$ cat src/rtl/btn_cond_pkg.sv
// Shared definitions for the push-button conditioner.
// Holds the default timings for a 100 MHz clock, the board's channel indices
// and the auto-repeat state encoding. BTN_AUTOREPEAT_EN enables auto-repeat
// in the design files that import this package.
package btn_cond_pkg;

    // Default timings at 100 MHz.
    localparam int DEBOUNCE_10MS_100MHZ = 1_000_000;
    localparam int REPEAT_DELAY_400MS   = 40_000_000;
    localparam int REPEAT_PERIOD_150MS  = 15_000_000;

    // Channel order on the board (bit 0 is the centre button).
    localparam int BTN_C = 0;
    localparam int BTN_U = 1;
    localparam int BTN_R = 2;
    localparam int BTN_L = 3;
    localparam int BTN_D = 4;

    // Auto-repeat state per channel.
    typedef enum logic [1:0] {
        RPT_IDLE   = 2'd0,
        RPT_DELAY  = 2'd1,
        RPT_REPEAT = 2'd2
    } rpt_state_e;

    // Larger of two elaboration-time integers; sizes the hold counter.
    function automatic int max_int(input int a, input int b);
        if (a > b) begin
            return a;
        end else begin
            return b;
        end
    endfunction

endpackage

$ cat src/rtl/btn_debounce_ch.sv
// One conditioner channel: optional input inversion, 2-FF synchroniser,
// stability-counter debounce, press/release edge pulses and, when
// BTN_AUTOREPEAT_EN is defined, the hold/auto-repeat state machine.
// The accepted level lives in stable_r; every output is a register fed
// from it, so nothing reaches the outputs combinationally from btn_in.
module btn_debounce_ch
    import btn_cond_pkg::*;
#(
    parameter int   DEBOUNCE_CYCLES = DEBOUNCE_10MS_100MHZ,
    parameter int   REPEAT_DELAY    = REPEAT_DELAY_400MS,
    parameter int   REPEAT_PERIOD   = REPEAT_PERIOD_150MS,
    parameter logic INVERT          = 1'b0
) (
    input  logic clk,
    input  logic reset,
    input  logic btn_in,
    output logic btn_level,
    output logic btn_press,
    output logic btn_release,
    output logic btn_repeat
);

    localparam int               CNT_W    = $clog2(DEBOUNCE_CYCLES + 1);
    localparam logic [CNT_W-1:0] CNT_LAST = CNT_W'(DEBOUNCE_CYCLES - 1);

    logic             raw_s;
    logic             sync_1_r;
    logic             sync_2_r;
    logic             stable_r;
    logic [CNT_W-1:0] cnt_r;

    assign raw_s = btn_in ^ INVERT;

    // Two-flop synchroniser for the asynchronous pad input.
    always_ff @(posedge clk) begin
        if (reset) begin
            sync_1_r <= 1'b0;
            sync_2_r <= 1'b0;
        end else begin
            sync_1_r <= raw_s;
            sync_2_r <= sync_1_r;
        end
    end

    // Accept a new level only after DEBOUNCE_CYCLES consecutive differing samples.
    always_ff @(posedge clk) begin
        if (reset) begin
            cnt_r    <= {CNT_W{1'b0}};
            stable_r <= 1'b0;
        end else if (sync_2_r == stable_r) begin
            cnt_r    <= {CNT_W{1'b0}};
            stable_r <= stable_r;
        end else if (cnt_r == CNT_LAST) begin
            cnt_r    <= {CNT_W{1'b0}};
            stable_r <= sync_2_r;
        end else begin
            cnt_r    <= cnt_r + CNT_W'(1);
            stable_r <= stable_r;
        end
    end

    // Registered level and one-cycle edge pulses derived from the accepted level.
    always_ff @(posedge clk) begin
        if (reset) begin
            btn_level   <= 1'b0;
            btn_press   <= 1'b0;
            btn_release <= 1'b0;
        end else begin
            btn_level   <= stable_r;
            btn_press   <= stable_r & ~btn_level;
            btn_release <= ~stable_r & btn_level;
        end
    end

`ifdef BTN_AUTOREPEAT_EN
    localparam int              RC_MAX      = max_int(REPEAT_DELAY, REPEAT_PERIOD);
    localparam int              RC_W        = $clog2(RC_MAX + 1);
    localparam logic [RC_W-1:0] DELAY_LAST  = RC_W'(REPEAT_DELAY - 1);
    localparam logic [RC_W-1:0] PERIOD_LAST = RC_W'(REPEAT_PERIOD - 1);

    rpt_state_e      state_r;
    logic [RC_W-1:0] rc_r;
    logic            press_ev_s;
    logic            release_ev_s;

    // Same conditions that set btn_press / btn_release on this edge, so the
    // state machine moves in the very cycle the pulse appears.
    assign press_ev_s   = stable_r & ~btn_level;
    assign release_ev_s = ~stable_r & btn_level;

    // Hold timer: first pulse REPEAT_DELAY after press, then every REPEAT_PERIOD;
    // a release overrides any coincident repeat tick.
    always_ff @(posedge clk) begin
        if (reset) begin
            state_r    <= RPT_IDLE;
            rc_r       <= {RC_W{1'b0}};
            btn_repeat <= 1'b0;
        end else if (release_ev_s) begin
            state_r    <= RPT_IDLE;
            rc_r       <= {RC_W{1'b0}};
            btn_repeat <= 1'b0;
        end else begin
            case (state_r)
                RPT_IDLE: begin
                    btn_repeat <= 1'b0;
                    rc_r       <= {RC_W{1'b0}};
                    if (press_ev_s) begin
                        state_r <= RPT_DELAY;
                    end else begin
                        state_r <= RPT_IDLE;
                    end
                end
                RPT_DELAY: begin
                    if (rc_r == DELAY_LAST) begin
                        btn_repeat <= 1'b1;
                        rc_r       <= {RC_W{1'b0}};
                        state_r    <= RPT_REPEAT;
                    end else begin
                        btn_repeat <= 1'b0;
                        rc_r       <= rc_r + RC_W'(1);
                        state_r    <= RPT_DELAY;
                    end
                end
                RPT_REPEAT: begin
                    if (rc_r == PERIOD_LAST) begin
                        btn_repeat <= 1'b1;
                        rc_r       <= {RC_W{1'b0}};
                    end else begin
                        btn_repeat <= 1'b0;
                        rc_r       <= rc_r + RC_W'(1);
                    end
                    state_r <= RPT_REPEAT;
                end
                default: begin
                    state_r    <= RPT_IDLE;
                    rc_r       <= {RC_W{1'b0}};
                    btn_repeat <= 1'b0;
                end
            endcase
        end
    end
`else
    // Repeat timings are irrelevant without auto-repeat; kept referenced only.
    localparam int unused_repeat_cfg = REPEAT_DELAY + REPEAT_PERIOD;

    assign btn_repeat = 1'b0;
`endif

endmodule

$ cat src/rtl/button_conditioner.sv
// N-channel push-button / switch conditioner between the pads and game logic.
// Each channel is an independent btn_debounce_ch; there is no cross-channel
// priority. Auto-repeat is built only when BTN_AUTOREPEAT_EN is defined.
module button_conditioner
    import btn_cond_pkg::*;
#(
    parameter int                NUM_CH          = 5,
    parameter int                DEBOUNCE_CYCLES = DEBOUNCE_10MS_100MHZ,
    parameter int                REPEAT_DELAY    = REPEAT_DELAY_400MS,
    parameter int                REPEAT_PERIOD   = REPEAT_PERIOD_150MS,
    parameter logic [NUM_CH-1:0] INVERT_MASK     = {NUM_CH{1'b0}}
) (
    input  logic              clk,
    input  logic              reset,
    input  logic [NUM_CH-1:0] btn_in,
    output logic [NUM_CH-1:0] btn_level,
    output logic [NUM_CH-1:0] btn_press,
    output logic [NUM_CH-1:0] btn_release,
    output logic [NUM_CH-1:0] btn_repeat
);

    for (genvar i = 0; i < NUM_CH; i++) begin : g_ch
        btn_debounce_ch #(
            .DEBOUNCE_CYCLES (DEBOUNCE_CYCLES),
            .REPEAT_DELAY    (REPEAT_DELAY),
            .REPEAT_PERIOD   (REPEAT_PERIOD),
            .INVERT          (INVERT_MASK[i])
        ) u_ch (
            .clk         (clk),
            .reset       (reset),
            .btn_in      (btn_in[i]),
            .btn_level   (btn_level[i]),
            .btn_press   (btn_press[i]),
            .btn_release (btn_release[i]),
            .btn_repeat  (btn_repeat[i])
        );
    end

endmodule

$ cat config.mk
export PLATFORM = sky130hd
export DESIGN_NAME = button_conditioner
export DESIGN_NICKNAME = d
export VERILOG_FILES = /design/src/rtl/btn_cond_pkg.sv /design/src/rtl/btn_debounce_ch.sv /design/src/rtl/button_conditioner.sv
export SDC_FILE = /design/constraint.sdc
export NUM_CORES = 1
export LEC_CHECK = 0
export BUFFER_PORTS_ARGS = -buffer_cell sky130_fd_sc_hd__buf_2
export CAP_MARGIN = 15
export CORE_ASPECT_RATIO = 0.6
export CORE_UTILIZATION = 65
export CTS_BUF_LIST = sky130_fd_sc_hd__clkbuf_4 sky130_fd_sc_hd__clkbuf_8 sky130_fd_sc_hd__clkbuf_16
export DETAILED_ROUTE_END_ITERATION = 8
export PLACE_DENSITY = 0.82
export SETUP_SLACK_MARGIN = 0.5
export SLEW_MARGIN = 5
export SYNTH_ARGS = -nofsm -noshare
export SYNTH_HDL_FRONTEND = slang
export SYNTH_SLANG_ARGS = --single-unit
$ cat constraint.sdc
create_clock -name clk -period 3.1 [get_ports clk]
set_input_delay 0.31 -clock clk [delete_from_list [all_inputs] [get_ports clk]]
set_output_delay 0.31 -clock clk [all_outputs]
set_load 0.05 [all_outputs]
==> impl_metrics.json <==
{
  "status": "finished clean",
  "ant_nets": 0,
  "reg2reg_slack_ns": 1.02,
  "fp.dieArea_sq_mm": 0.00896,
  "viasPerCell": 5.99,
  "synthMuxAreaShare_pct": 0,
  "synth_top_family_by_area": "simple AND/OR/NAND/NOR gates",
  "synth_xor_area_share_pct": 10.5,
  "timing.rr.end": "g_ch[1].u_ch.cnt_r[4]",
  "synth_simple_gate_area_share_pct": 29.2,
  "finalCritPeriodShare_pct": 67.0,
  "cp.arrival_ns": 2.37,
  "crit_type": "reg -> reg",
  "post-place-ws_ns": 1.06,
  "core_area_sq_mm": 0.00810,
  "finClkSkew_ns": 0.0101,
  "syn_area_per_cell_sq_um": 8.86,
  "tightest_slew_ns": 0.745,
  "routed_wl_um": 11500,
  "post-route-min-period_ns": 2.08,
  "synthAdderAreaFrac_pct": 1.12,
  "drc": 0,
  "area.growth.synth_to_final_pct": 11.9,
  "vias": 4537,
  "ys_seq_elements": 130,
  "vdd_drop_max_uv": 619,
  "num_rows": 25,
  "yosysSeqAreaShare_pct": 46.7,
  "synthFlopType": "dfxtp_1",
  "ys_types": 34,
  "synthCells": 629,
  "power_density_mw_per_mm2": 602,
  "wl_per_cell_um": 15.2,
  "setup_ws_ns": 1.02,
  "postCtsSetupBuffers": 0,
  "antennaDiodeCount": 0,
  "hpwl_um": 7480,
  "rsz0062_at_grt": "false",
  "cap_violations": 0,
  "grt_pass1_vias": 4112,
  "max-clock-path-buffers": 2,
  "ctsHoldBuffers": 0,
  "r2r_cells": 5,
  "gp_congestion": 0.875,
  "synthArstFlopShare_pct": 0,
  "timing.hold.ws_ns": 0.110,
  "fin_nets": 649,
  "pin_count": 27,
  "crit_path_start_kind": "flop",
  "critPathCapture": "g_ch[1].u_ch.cnt_r[4]",
  "grt_pass1_wl_um": 19200,
  "synth_compound_area_share_pct": 6.96,
  "design_area_sq_mm": 0.00624,
  "clk_pin_slew_ns": 0.05,
  "leakage_nw": 2.02,
  "cp_max_fo": 20,
  "antenna_found_initial": 0,
  "slew_headroom_pct": 49.9,
  "finalPower_mw": 3.75,
  "fin_cells": 757,
  "rr_startpoint": "g_ch[1].u_ch.cnt_r[11]",
  "htree_levels": 4,
  "yosys_warnings": 0,
  "placed_cells": 726,
  "track_usage_pct": 27.8,
  "dr.pass1.iters": 5,
  "drive_gt1_share_pct": 9.09,
  "gr-total-overflow": 0,
  "hp-start": "btn_in[2]",
  "hold_violations": 0,
  "place_area_sq_mm": 0.00563,
  "start_util_pct": 68.8,
  "synth_edf_count": 0,
  "cts_resized": 0,
  "first_iter_violations": 392,
  "hp-class": "in -> reg",
  "cts_tree": "built",
  "cts_root_buf": "clkbuf_16",
  "synth_area_sq_mm": 0.00557,
  "insertion_delay_ns": 0.41,
  "die_x_um": 122,
  "grt_max_degree": 33,
  "cts_buffers": 17,
  "critical_path_required_ns": 3.39,
  "port_buffers": 21,
  "finalSetupTns_ns": 0,
  "cp-end-kind": "flop",
  "startpoint": "g_ch[1].u_ch.cnt_r[11]",
  "final_util_pct": 77.0,
  "cts_num_sinks": 130,
  "die_h_um": 73.7,
  "setup_viol": 0,
  "slew_violations": 0,
  "fmax_ghz": 0.481
}
==> registers in the layout, indices dropped and copies added, names as in the netlist <==
name,count
g_ch.u_ch.btn_press,5
g_ch.u_ch.sync_2_r,5
g_ch.u_ch.cnt_r,100
g_ch.u_ch.sync_1_r,5
g_ch.u_ch.btn_level,5
g_ch.u_ch.btn_release,5
g_ch.u_ch.stable_r,5
==> cell usage after synthesis, drive strengths merged, types with 5 or more instances <==
cell type	instances	area share (%)
a21oi	32	2.9
and2	7	0.79
and3	8	0.90
and4	12	1.9
buf	23	3.0
clkbuf	18	1.2
dfxtp	130	47
ha	5	1.1
inv	18	1.2
nand2	27	1.8
nand3	35	3.1
nand4	32	3.6
nor2	81	5.5
nor2b	20	2.2
nor3	7	0.63
nor3b	7	0.94
nor4	9	1.0
nor4b	8	1.3
o21ai	27	2.4
o31ai	10	1.3
or3	20	2.2
or4	16	2.2
xnor2	30	4.7
xor2	37	5.8
==> logic make-up (layout without fill, tap and decap cells) <==
| family | count (synthesis) | after routing |
|---|---|---|
| AO/OA/AOI/OAI | 71 | 71 |
| XOR/XNOR | 67 | 67 |
| adder cells (fa/ha/maj) | 5 | 5 |
| buffers and inverters | 59 | 75 |
| flip-flops | 130 | 130 |
| other | 1 | 5 |
| AND/OR/NAND/NOR | 296 | 296 |
==> worst max-delay path: stages, from the launching register on <==
cell and delay, ns:
dfxtp_1 0.36, or4b_1 0.53, or4_1 0.59, o21ai_1 0.15, buf_4 0.25, nor2_1 0.09
==> power breakdown <==
| part | internal (mW) | switching [mW] | leakage (nW) |
|---|---|---|---|
| clock | 1.31 | 0.705 | 0.296 |
| sequential | 1.68 | 0.00467 | 1.05 |
| combinational | 0.0118 | 0.0358 | 0.674 |
==> layout by cell type, fill, tap and decap left out, types with 7 or more instances in the layout <==
master     synthesis  routed
or3_1             20      20
o21ai_0           24      22
nor4_1             9       9
nor3b_1            7       7
and3_1             8       8
nand3_1           35      35
nand4_1           32      32
xor2_1            37      37
nor2b_1           20      20
xnor2_1           30      30
or4_1             15      15
dfxtp_1          130     130
nand2_1           27      27
buf_2              3      21
nor3_1             7       7
o31ai_1           10      10
nor2_1            81      81
and4_1            12      12
and2_1             7       7
a21oi_1           32      32
clkbuf_16          0      17
nor4b_1            8       8
inv_1             18      18
==> worst min path at each step <==
stage,end,cells after the start
after floorplan,g_ch[0].u_ch.btn_press,1
after global placement,g_ch[1].u_ch.btn_press,1
after detailed placement,g_ch[1].u_ch.btn_press,1
after CTS,g_ch[2].u_ch.sync_1_r,2
after global routing,g_ch[3].u_ch.sync_1_r,2
final,g_ch[2].u_ch.sync_1_r,2
==> routing by layer <==
| metal | GRT usage (%) | vias up | wire length, um |
|---|---|---|---|
| met5 | 0 | - | 0 |
| met4 | 11.8 | 0 | 201 |
| met3 | 7.22 | 24 | 570 |
| met2 | 43.6 | 140 | 5270 |
| met1 | 36.6 | 2168 | 5500 |
| li1 | - | 2205 | - |
==> layout make-up <==
cell class / count / area [sq um]
tap: 108 / 135
clock inverter: 10 / 134
timing repair buffer: 26 / 143
multi-input combinational: 444 / 2690
fill: 534 / 1870
clock buffer: 21 / 468
sequential: 130 / 2600
inverter: 18 / 67.6
No activity file was read; power rests on OpenSTA's default activity.
